### src/rtl/alu_seq.sv
// Handshaked ALU with registered result/flags and an iterative shifter that
// moves up to SHIFT_STEP bits per cycle; status = {V, C, N, Z}.
module alu_seq #(
  parameter int unsigned WIDTH      = 64,
  parameter int unsigned SHIFT_STEP = 1
) (
  input  logic             clk,
  input  logic             rst,
  input  logic             in_valid,
  output logic             in_ready,
  input  logic [WIDTH-1:0] dataA,
  input  logic [WIDTH-1:0] dataB,
  input  logic [4:0]       fs,
  input  logic             c0,
  output logic             out_valid,
  input  logic             out_ready,
  output logic [WIDTH-1:0] out,
  output logic [3:0]       status,
  output logic             busy
);
  localparam int unsigned SHW = $clog2(WIDTH);
  localparam logic [SHW:0] STEP = SHIFT_STEP[SHW:0];

  typedef enum logic {IDLE, SHIFT} state_t;
  typedef enum logic [1:0] {SH_LSL = 2'b00, SH_LSR = 2'b01, SH_ASR = 2'b10} shkind_t;

  state_t           state_q, state_d;
  shkind_t          kind_q, kind_d;
  logic [WIDTH-1:0] work_q, work_d;
  logic [SHW-1:0]   rem_q, rem_d;
  logic [WIDTH-1:0] out_q, out_d;
  logic [3:0]       status_q, status_d;
  logic             out_valid_q, out_valid_d;

  logic [WIDTH-1:0] a_c, b_c, res, sh_res;
  logic [WIDTH:0]   sum, sh_l, sh_r, sh_a;
  logic [SHW-1:0]   n, rem_nx;
  logic [SHW:0]     k;
  logic             res_c, res_v, sh_c, accept, is_shift;

  assign in_ready  = (state_q == IDLE) && (!out_valid_q || out_ready);
  assign accept    = in_valid && in_ready;
  assign busy      = (state_q == SHIFT);
  assign out       = out_q;
  assign status    = status_q;
  assign out_valid = out_valid_q;

  always_comb begin
    a_c      = fs[1] ? ~dataA : dataA;
    b_c      = fs[0] ? ~dataB : dataB;
    n        = dataB[SHW-1:0];
    is_shift = fs[4] && (fs[3:2] != 2'b11);
    sum      = {1'b0, a_c} + {1'b0, b_c} + {{WIDTH{1'b0}}, c0};
    res      = '0;
    res_c    = 1'b0;
    res_v    = 1'b0;
    case (fs[4:2])
      3'b000: res = a_c & b_c;
      3'b001: res = a_c | b_c;
      3'b010: begin
        res   = sum[WIDTH-1:0];
        res_c = sum[WIDTH];
        res_v = (a_c[WIDTH-1] == b_c[WIDTH-1]) && (res[WIDTH-1] != a_c[WIDTH-1]);
      end
      3'b011: res = a_c ^ b_c;
      3'b100, 3'b101, 3'b110: res = a_c;  // zero-distance shift
      default: res = '0;
    endcase
  end

  // One extra bit on the exit side of each shift catches the last bit shifted out.
  always_comb begin
    k      = ({1'b0, rem_q} > STEP) ? STEP : {1'b0, rem_q};
    sh_l   = {1'b0, work_q} << k;
    sh_r   = {work_q, 1'b0} >> k;
    sh_a   = $signed({work_q, 1'b0}) >>> k;
    rem_nx = rem_q - k[SHW-1:0];
    case (kind_q)
      SH_LSL:  begin sh_res = sh_l[WIDTH-1:0]; sh_c = sh_l[WIDTH]; end
      SH_LSR:  begin sh_res = sh_r[WIDTH:1];   sh_c = sh_r[0];     end
      SH_ASR:  begin sh_res = sh_a[WIDTH:1];   sh_c = sh_a[0];     end
      default: begin sh_res = work_q;          sh_c = 1'b0;        end
    endcase
  end

  always_comb begin
    state_d     = state_q;
    kind_d      = kind_q;
    work_d      = work_q;
    rem_d       = rem_q;
    out_d       = out_q;
    status_d    = status_q;
    out_valid_d = out_valid_q;
    if (out_valid_q && out_ready) begin
      out_valid_d = 1'b0;
      out_d       = '0;
      status_d    = '0;
    end
    case (state_q)
      IDLE: begin
        if (accept) begin
          if (is_shift && (n != '0)) begin
            work_d  = a_c;
            rem_d   = n;
            kind_d  = shkind_t'(fs[3:2]);
            state_d = SHIFT;
          end else begin
            out_d       = res;
            status_d    = {res_v, res_c, res[WIDTH-1], res == '0};
            out_valid_d = 1'b1;
          end
        end
      end
      SHIFT: begin
        work_d = sh_res;
        rem_d  = rem_nx;
        if (rem_nx == '0) begin
          out_d       = sh_res;
          status_d    = {1'b0, sh_c, sh_res[WIDTH-1], sh_res == '0};
          out_valid_d = 1'b1;
          state_d     = IDLE;
        end
      end
      default: state_d = IDLE;
    endcase
  end

  always_ff @(posedge clk) begin
    if (rst) begin
      state_q     <= IDLE;
      kind_q      <= SH_LSL;
      work_q      <= '0;
      rem_q       <= '0;
      out_q       <= '0;
      status_q    <= '0;
      out_valid_q <= 1'b0;
    end else begin
      state_q     <= state_d;
      kind_q      <= kind_d;
      work_q      <= work_d;
      rem_q       <= rem_d;
      out_q       <= out_d;
      status_q    <= status_d;
      out_valid_q <= out_valid_d;
    end
  end
endmodule

### config.mk
export PLATFORM = sky130hd
export DESIGN_NAME = alu_seq
export DESIGN_NICKNAME = d
export VERILOG_FILES = /design/src/rtl/alu_seq.sv
export SDC_FILE = /design/constraint.sdc
export NUM_CORES = 1
export LEC_CHECK = 0
export BUFFER_PORTS_ARGS = -buffer_cell sky130_fd_sc_hd__buf_2
export CELL_PAD_IN_SITES_DETAIL_PLACEMENT = 1
export CELL_PAD_IN_SITES_GLOBAL_PLACEMENT = 2
export CORE_MARGIN = 2
export CORE_UTILIZATION = 30
export DETAILED_ROUTE_END_ITERATION = 12
export MAX_ROUTING_LAYER = met4
export PLACE_DENSITY = 0.77
export SLEW_MARGIN = 10
export SYNTH_ARGS = -nofsm -noshare
export SYNTH_HDL_FRONTEND = slang
export SYNTH_SLANG_ARGS = --single-unit
### constraint.sdc
create_clock -name clk -period 5.8 [get_ports clk]
set_input_delay 0.58 -clock clk [delete_from_list [all_inputs] [get_ports clk]]
set_output_delay 0.58 -clock clk [all_outputs]
set_load 0.05 [all_outputs]
**After elaboration in Yosys (flattened, before gate mapping)**

Cells that the tools add are included.

- Word-level logic and storage cells: 83
- Register bits after elaboration: 142
- Input port bits: 138
- Output and inout bits: 71

- Magnitude comparators: 1
- Add/sub/neg operators: 3
- Eq/ne operators: 13
- Reduce and logical (&&, ||, !) cells: 17
- Shifts and indexed selects: 3
- Bitwise operators: 6
- Multiplexer cells: 33

Operators by type and width:

| operator | number |
|---|---|
| two-way mux 64 bit | 8 |
| case mux 64 bit (5 select lines) | 1 |
| case mux 64 bit (2 select lines) | 2 |
| case mux 64 bit (3 select lines) | 1 |
| logical NOT 64 bit | 2 |
| NOT 64 bit | 2 |
| adder 64 x 64 -> 65 bit | 1 |
| adder 65 x 1 -> 65 bit | 1 |
| << shifter 64 x 6 -> 65 bit | 1 |
| right shift 65 x 6 -> 65 bit | 1 |
| >>> shifter 65 x 6 -> 65 bit | 1 |
| bitwise AND 64 bit | 1 |
| OR 64 bit | 1 |
| bitwise XOR 64 bit | 1 |
| two-way mux 6 bit | 3 |
| two-way mux 4 bit | 4 |
| case mux 6 bit (2 select lines) | 1 |
| equality test 3 bit, second input constant | 3 |
| two-way mux 1 bit | 9 |
| case mux 4 bit (2 select lines) | 1 |
| equality test 3 x 2 -> 1 bit, second input constant | 2 |
| greater-than comparator 6 x 1 -> 1 bit, second input constant | 1 |
| logical AND 1 bit | 6 |
| logical NOT 6 bit | 1 |
| other kinds (19) | 21 |

**Logic depth before layout (Yosys ltp)**

Gate-level depths: netlist of run 1.

- Depth in word-level cells: 10
- Depth in mapped cells: 22
- Gate-level depth less buffers: 16

**Least setup slack after synthesis of run 1**

No wires, ideal clock.

- Path type: in2reg
- Start point: input fs[1]
- End point: register status_q[0], in the netlist status[0]
- Path slack: 0.011 ns
- Setup time: 0.057 ns
- Buffers on the path: 5
- Arrival time: 5.732 ns
- Required time: 5.743 ns
- Stages: 21
- Cell sequence: buf_6 buf_1 clkbuf_1 buf_2 buf_2 xnor2_1 inv_1 ha_1 nand4_1 nor3_2 a21oi_1 a2111oi_1 o41a_1 o21ai_2 o41a_1 a31oi_1 xnor2_1 o21ai_0 or4_1 nor3_1 a21o_1

- Cells in the longest elaborated chain, start to end: 8
- Elaborated cells between the ends (all ways): 11
- Those cells by class: add/sub: 2; mux: 5; bitwise: 3; reduce/logical: 1

RTL lines:

| what | line | text |
|---|---|---|
| start, declared | 13 | `input logic [4:0] fs,` |
| two-way mux 64 bit (*) | 49 | `a_c = fs[1] ? ~dataA : dataA;` |
| adder 64 x 64 -> 65 bit | 53 | `sum = {1'b0, a_c} + {1'b0, b_c} + {{WIDTH{1'b0}}, c0};` |
| adder 65 x 1 -> 65 bit | 53 |  |
| case mux 64 bit (5 select lines) (*) | 57 | `case (fs[4:2])` |
| logical NOT 64 bit (*) | 109 | `status_d = {res_v, res_c, res[WIDTH-1], res == '0};` |
| two-way mux 4 bit (*) | 102 | `if (is_shift && (n != '0)) begin` |
| two-way mux 4 bit (*) | 101 | `if (accept) begin` |
| case mux 4 bit (2 select lines) (*) | 99 | `case (state_q)` |
| end signal, assigned | 143 | `status_q <= status_d;` |
| end, declared | 32 | `logic [3:0] status_q, status_d;` |

Mark *: on every way between the ends. The rest lies on a longest branch, timed or not.
A chain may end at the register's enable or synchronous reset.

**Worst setup path in the final report of run 1**

Same ends and word-level chain as after synthesis.

==> results of run 1 <==
## flip-flops by register name (all words and copies together), names as in the netlist
signal	flops
work_q	64
rem_q	6
out_valid	1
status	4
kind_q	2
out	64
busy	1
## logic make-up (layout without fill, tap and decap cells)
family	after synthesis	count (layout)	share of synthesized area
DFF	142	142	0.1630
AOI/OAI and AO/OA	903	903	0.3528
buffers and inverters	422	611	0.09204
muxes	13	13	0.008321
adders and majority gates	126	126	0.09082
other	0	2	0
xor gates and xnor gates	156	156	0.08178
and+or+nand+nor	833	833	0.2113
## metal layers
layer  wire length [µm]  vias up  part of all wire  GRT usage
li1                   -     9744                 -          -
met3               6058      232             0.058    0.05062
met1              43130    10880              0.41     0.4163
met2              48110      971              0.46     0.5639
met5                  0        -                 0          -
met4               7481        0             0.071     0.2236
## worst reg2reg max path: cells and delay by family (launching register included)
family          cells  cell delay, ps
compound gates      3             980
buf+inv             1             370
flops               1             360
simple gates        7            2620
## cell usage after synthesis, types with 6 or more instances
library cell / number
nand4_1: 46
or3_1: 9
clkbuf_1: 163
o22ai_1: 25
o21ai_0: 192
a222oi_1: 23
buf_2: 7
a21o_1: 24
a22oi_1: 57
xnor2_1: 49
ha_1: 125
o221a_2: 7
and3_1: 6
dfxtp_1: 142
nor2b_1: 11
nand2_1: 280
nand2b_1: 12
a31oi_1: 26
a22o_1: 11
xor2_1: 102
o221ai_1: 16
mux2i_1: 10
o211ai_1: 18
nor3_1: 28
or4_1: 6
o21bai_1: 11
a32oi_1: 9
a211oi_1: 26
inv_1: 208
a21boi_0: 29
buf_1: 35
nand3_1: 74
nor2_1: 315
o2111ai_1: 6
o21a_1: 11
o31ai_1: 11
a221oi_1: 106
a21oi_1: 218
nor4_1: 15
a221o_1: 24
## report_power, final
part           switching (mW)  internal [mW]  leakage [nW]  total (mW)
sequential              0.110           1.05          1.16        1.16
combinational            2.20          0.981          7.01        3.19
clock                   0.578          0.711         0.302        1.29
total                    2.89           2.74          8.47        5.64
## metrics by stage
step           total power [mW]  cells  area (µm²)  setup TNS [ps]  worst slack (ps)
3_3_place_gp              4.253   3517       19950          -159.1            -159.1
5_1_grt                   5.891   3550       20580               0             36.50
3_5_place_dp              4.293   3517       19950          -195.7            -195.7
6_report                  5.637   3551       20590               0             139.8
4_1_cts                   5.585   3549       20580               0             307.6
2_1_floorplan             3.019   2595       17440               0             10.76
## worst paths after layout
check	start	to	slack (ps)	cells after the start
max	fs[1]	status[0]	140	20
min	dataB[5]	rem_q[5]	450	3
max reg2reg	rem_q[1]	status[0]	1410	11
min reg2reg	out[22]	out[22]	510	2
## final cells by class
class | count | area share
Timing Repair Buffer | 365 | 0.1106
Multi-Input combinational cell | 2031 | 0.6348
Tap cell | 765 | 0.04650
Inverter | 214 | 0.03902
Sequential cell | 142 | 0.1383
Clock buffer | 19 | 0.02206
Clock inverter | 13 | 0.008448
Antenna cell | 2 | 0.0002431
==> results.cfg, run 1 <==
[status]
outcome = completed

[power_and_ir_drop]
p_leak_nw = 8.474
power.density_mw_per_mm2 = 273.8
peakVddDrop_uv = 246.7

[sta]
rsz0062_at_grt = no
layout_min_cycle_time_ps = 5660
maxClockFrequency_ghz = 0.1767
worstMarginPinSlew_ps = 1289
final_hold_viol_count = 0
finalSetupViolations = 0
skew_ps = 18.77
maxSlewHeadroom = 0.1372
post-route-period-util = 0.9759
drv_slew = 0
hold_ws_ps = 447.1

[layout]
layout_common_cells = 307 x nor2_1, 279 x nand2_1, 218 x a21oi_1
seqCellArea_mm2 = 0.002848
final_layout_size_suffix_gt1_frac = 0.1634
multi_input_area_mm2 = 0.01307
finish.net_count = 3035
fin_util = 0.3575
syn_to_final_growth_pct = 18.03
n_fill_cell = 7356
final_common_cell = nor2_1

[critical_path]
critPathCaptureType = register
crit_family = simple AND/OR/NAND/NOR gates
cpPeakStageDelay_ps = 730
crit_path_frequent_cell = buf_4
cp.required_ps = 6240
path_max_fanout = 22
cpMaxStageDelayCell = nor4b_1
cp.buffers_inverters = 5
arrival_ps = 6100
startpoint_type = input pin
worstPathCellList = buf_4 > buf_12 > buf_4 > xor2_1 > ha_1 > a21oi_1 > o22ai_1 > a211oi_1 > a311oi_1 > buf_4 > buf_4 > nor2_1 > o41a_1 > nand2_1 > nor2_1 > nor4b_1 > nor4b_1 > nand4_1 > nor3_1 > a21o_1
worstSetupPathType = in -> reg

[cts]
cts.sinks = 142
htreeDepth = 4
cts_inserted_buffers = 17
clk_path_buf_depth = 2
path_clk_slew_ps = 80
post-cts-setup-buffers = 0
cts_tree = yes
clk_latency_ps = 500
cts_hold_buf = 0
cts_resized = 0
cts.root.buffer_cell = clkbuf_16

[flow_run]
drv_cap = 0

[detailed_routing]
route.vias.total = 21830
drc = 0
ant_nets = 0
first_iter_violations = 2246
wl_um = 104800
via_per_inst = 6.147
wl_per_cell_um = 29.51
dr.pass1.iters = 9

[yosys]
synth_cell_type_count = 96
ys_seq_area_frac = 0.1630
synth_top_area_frac = 0.1630
synth_ff_type = dfxtp_1
synth.area.top_cells = dfxtp_1 16%, ha_1 9.0%, nor2_1 6.8%
synth_fp_nets = 2859
ys_warn_count = 0
avgSynthCellArea_um2 = 6.721
async_flop_share = 0
syn_inst = 2595
yosys.area.top_type = dfxtp_1
ys_ff_latch = 142
synth-edff-count = 0
syn_area_mm2 = 0.01744

[global_routing]
grt_pass1_wl_um = 151600
antenna_found_initial = 2
grtUsageTotal = 0.3531
first_global_vias = 21880
overflow = 0
grt_max_degree = 73

[floorplan]
start_util = 0.3029
dieArea_mm2 = 0.06008
fp-row-count = 88
die_w_um = 245.1
die-height_um = 245.1
ios = 209
core_area_mm2 = 0.05759

[place]
port_buffers = 208
dp_hpwl_um = 81060
gp_congestion = 1.015

[min_path]
hold_path_class = in -> reg
Power figures use the tool's default switching activity.
==> inputs of run 2 (changes only) <==
==> constraint.sdc (replaced) <==
create_clock -name clk -period 5.8 [get_ports clk]
set_input_delay 0.29 -clock clk [delete_from_list [all_inputs] [get_ports clk]]
set_output_delay 0.29 -clock clk [all_outputs]
set_load 0.05 [all_outputs]
==> results.cfg, run 2 (synthesis gave the netlist of run 1 again) <==
[status]
outcome = completed

[place]
gp_congestion = 0.9986
dp_hpwl_um = 82170
post-place-ws_ps = 178.1
port_buffers = 208

[cts]
clk_path_buf_depth = 2
cts.root.buffer_cell = clkbuf_16
htreeDepth = 4
clk_latency_ps = 510
cts_tree = yes
post-cts-setup-buffers = 0
cts_hold_buf = 0
cts_inserted_buffers = 17
cts.sinks = 142
path_clk_slew_ps = 80
cts_resized = 0

[sta]
skew_ps = 28.39
worstMarginPinSlew_ps = 1228
final_hold_viol_count = 0
fin_ws_ps = 516.5
maxClockFrequency_ghz = 0.1893
layout_min_cycle_time_ps = 5283
maxSlewHeadroom = 0.1727
tns_ps = 0
finalSetupViolations = 0
post-route-period-util = 0.9109
drv_slew = 0
rsz0062_at_grt = no

[global_routing]
grt_pass1_wl_um = 152100
grtUsageTotal = 0.3564
first_global_vias = 21640
overflow = 0
grt_max_degree = 74
antenna_found_initial = 3

[detailed_routing]
highest_layer = met4
via_per_inst = 6.147
drt-met1-wl_um = 42780
dr.pass1.iters = 9
route.met3.wl_um = 5892
route.vias.total = 21630
ant_nets = 0
wl_um = 105700
met2_length_um = 49510
first_iter_violations = 2035
wl_per_cell_um = 30.02
drc = 0

[critical_path]
startpoint_type = input pin
worstPathCellList = buf_4 > xor2_1 > inv_1 > ha_1 > and3b_1 > a311oi_4 > o32ai_1 > nor3_1 > o31a_1 > o211ai_1 > nand4bb_1 > buf_4 > nor4_1 > nand4_1 > nor4_1 > nand4_1 > nor3_1 > a21o_1
crit_end = status[0]
worstSetupPathType = in -> reg
r2r_slack_ps = 1280
cp.buffers_inverters = 3
reg2regPathDepth = 13
cpMaxStageDelayCell = nor3_1
cp.depth = 18
cpPeakStageDelay_ps = 640
arrival_ps = 5720
cp.required_ps = 6240
timing.rr.end = status[0]
path_max_fanout = 22
crit_family = simple AND/OR/NAND/NOR gates
r2r_start = rem_q[1]
critPathCaptureType = register
critPathLaunch = fs[1]

[floorplan]
core_area_mm2 = 0.05759
start_util = 0.3029
die_w_um = 245.1
ios = 209
dieArea_mm2 = 0.06008
die-height_um = 245.1
fp-row-count = 88

[power_and_ir_drop]
p_comb_frac = 0.569
p_int_mw = 2.639
p_sw_mw = 2.877
peakVddDrop_uv = 252.4
clockPowerShare = 0.221
power_frac_seq = 0.210
power.density_mw_per_mm2 = 271.9
p_leak_nw = 8.293
p_sw_frac = 0.5216

[layout]
n_fill_cell = 7359
syn_to_final_growth_pct = 16.31
finish.net_count = 3003
final_common_cell = nor2_1
final_layout_size_suffix_gt1_frac = 0.1537
layout_common_cells = 307 x nor2_1, 279 x nand2_1, 218 x a21oi_1

[flow_run]
drv_cap = 0

[min_path]
hold_path_class = in -> reg
## run 2: cell count changes in the layout (fill, tap and decap cells not counted)
cell        previous run  this run
buf_12                 4         1
clkinv_4               2         4
clkbuf_8               0         2
bufinv_16              3         1
clkinvlp_4             2         1
clkinv_2               1         0
nor2b_4                0         1
buf_4                156       127
nor2b_2                1         0
## run 2: cell type report
cell class / count / area (µm²) / area share
multi-input cells: 2031 / 13070 / 0.6444
flip-flops and latches: 142 / 2848 / 0.1404
repair buffers: 333 / 1999 / 0.09856
well taps: 765 / 957.2 / 0.04718
inverters: 214 / 803.3 / 0.03960
clock buffers: 21 / 481.7 / 0.02375
clock inverters: 11 / 118.9 / 0.005859
diodes: 2 / 5.005 / 0.0002467
## run 2: layer usage
metal,GRT usage,up-vias
li1,-,9687
met3,0.04887,207
met5,-,-
met1,0.4159,10810
met4,0.2217,0
met2,0.5783,928
## run 2: power groups by stage
stage / registers, mW / clock network [mW] / logic [mW]
floorplan: 1.27 / 0 / 1.75
global placement: 1.17 / 0 / 3.04
detailed placement: 1.18 / 0 / 3.07
CTS: 1.15 / 1.24 / 3.08
global route: 1.17 / 1.27 / 3.34
finish: 1.16 / 1.22 / 3.14
## run 2: worst min path at each step
stage	startpoint	slack, ps	cells after the start	endpoint
floorplan	dataB[5]	450	2	rem_q[5]
global placement	rem_q[4]	480	2	rem_q[4]
detailed placement	out[6]	500	2	out[6]
CTS	dataB[0]	110	2	rem_q[0]
global route	dataB[0]	140	2	rem_q[0]
finish	dataB[0]	140	2	rem_q[0]
## run 2: metrics by stage
stage / utilization / cells / power (mW) / hold WS [ps] / area, µm²
global placement: 0.3418 / 3485 / 4.212 / 481.7 / 19680
finish: 0.3523 / 3519 / 5.516 / 138.4 / 20290
global route: 0.3523 / 3519 / 5.777 / 135.9 / 20290
floorplan: - / 2595 / 3.019 / 450.5 / 17440
CTS: 0.3522 / 3517 / 5.479 / 106.7 / 20280
detailed placement: 0.3418 / 3485 / 4.244 / 498.4 / 19680
## run 2: worst reg2reg max path, cell delays in order, from the launching register on
cell and delay [ps]:
dfxtp_1 370, or4_1 600, or2_1 300, nor2_4 360, nor2_4 250, buf_4 290
nand2_1 80, a21oi_1 60, a221oi_1 590, nand4_1 180, nor4_1 710, nand4_1 310
a21oi_1 230, a21o_1 100
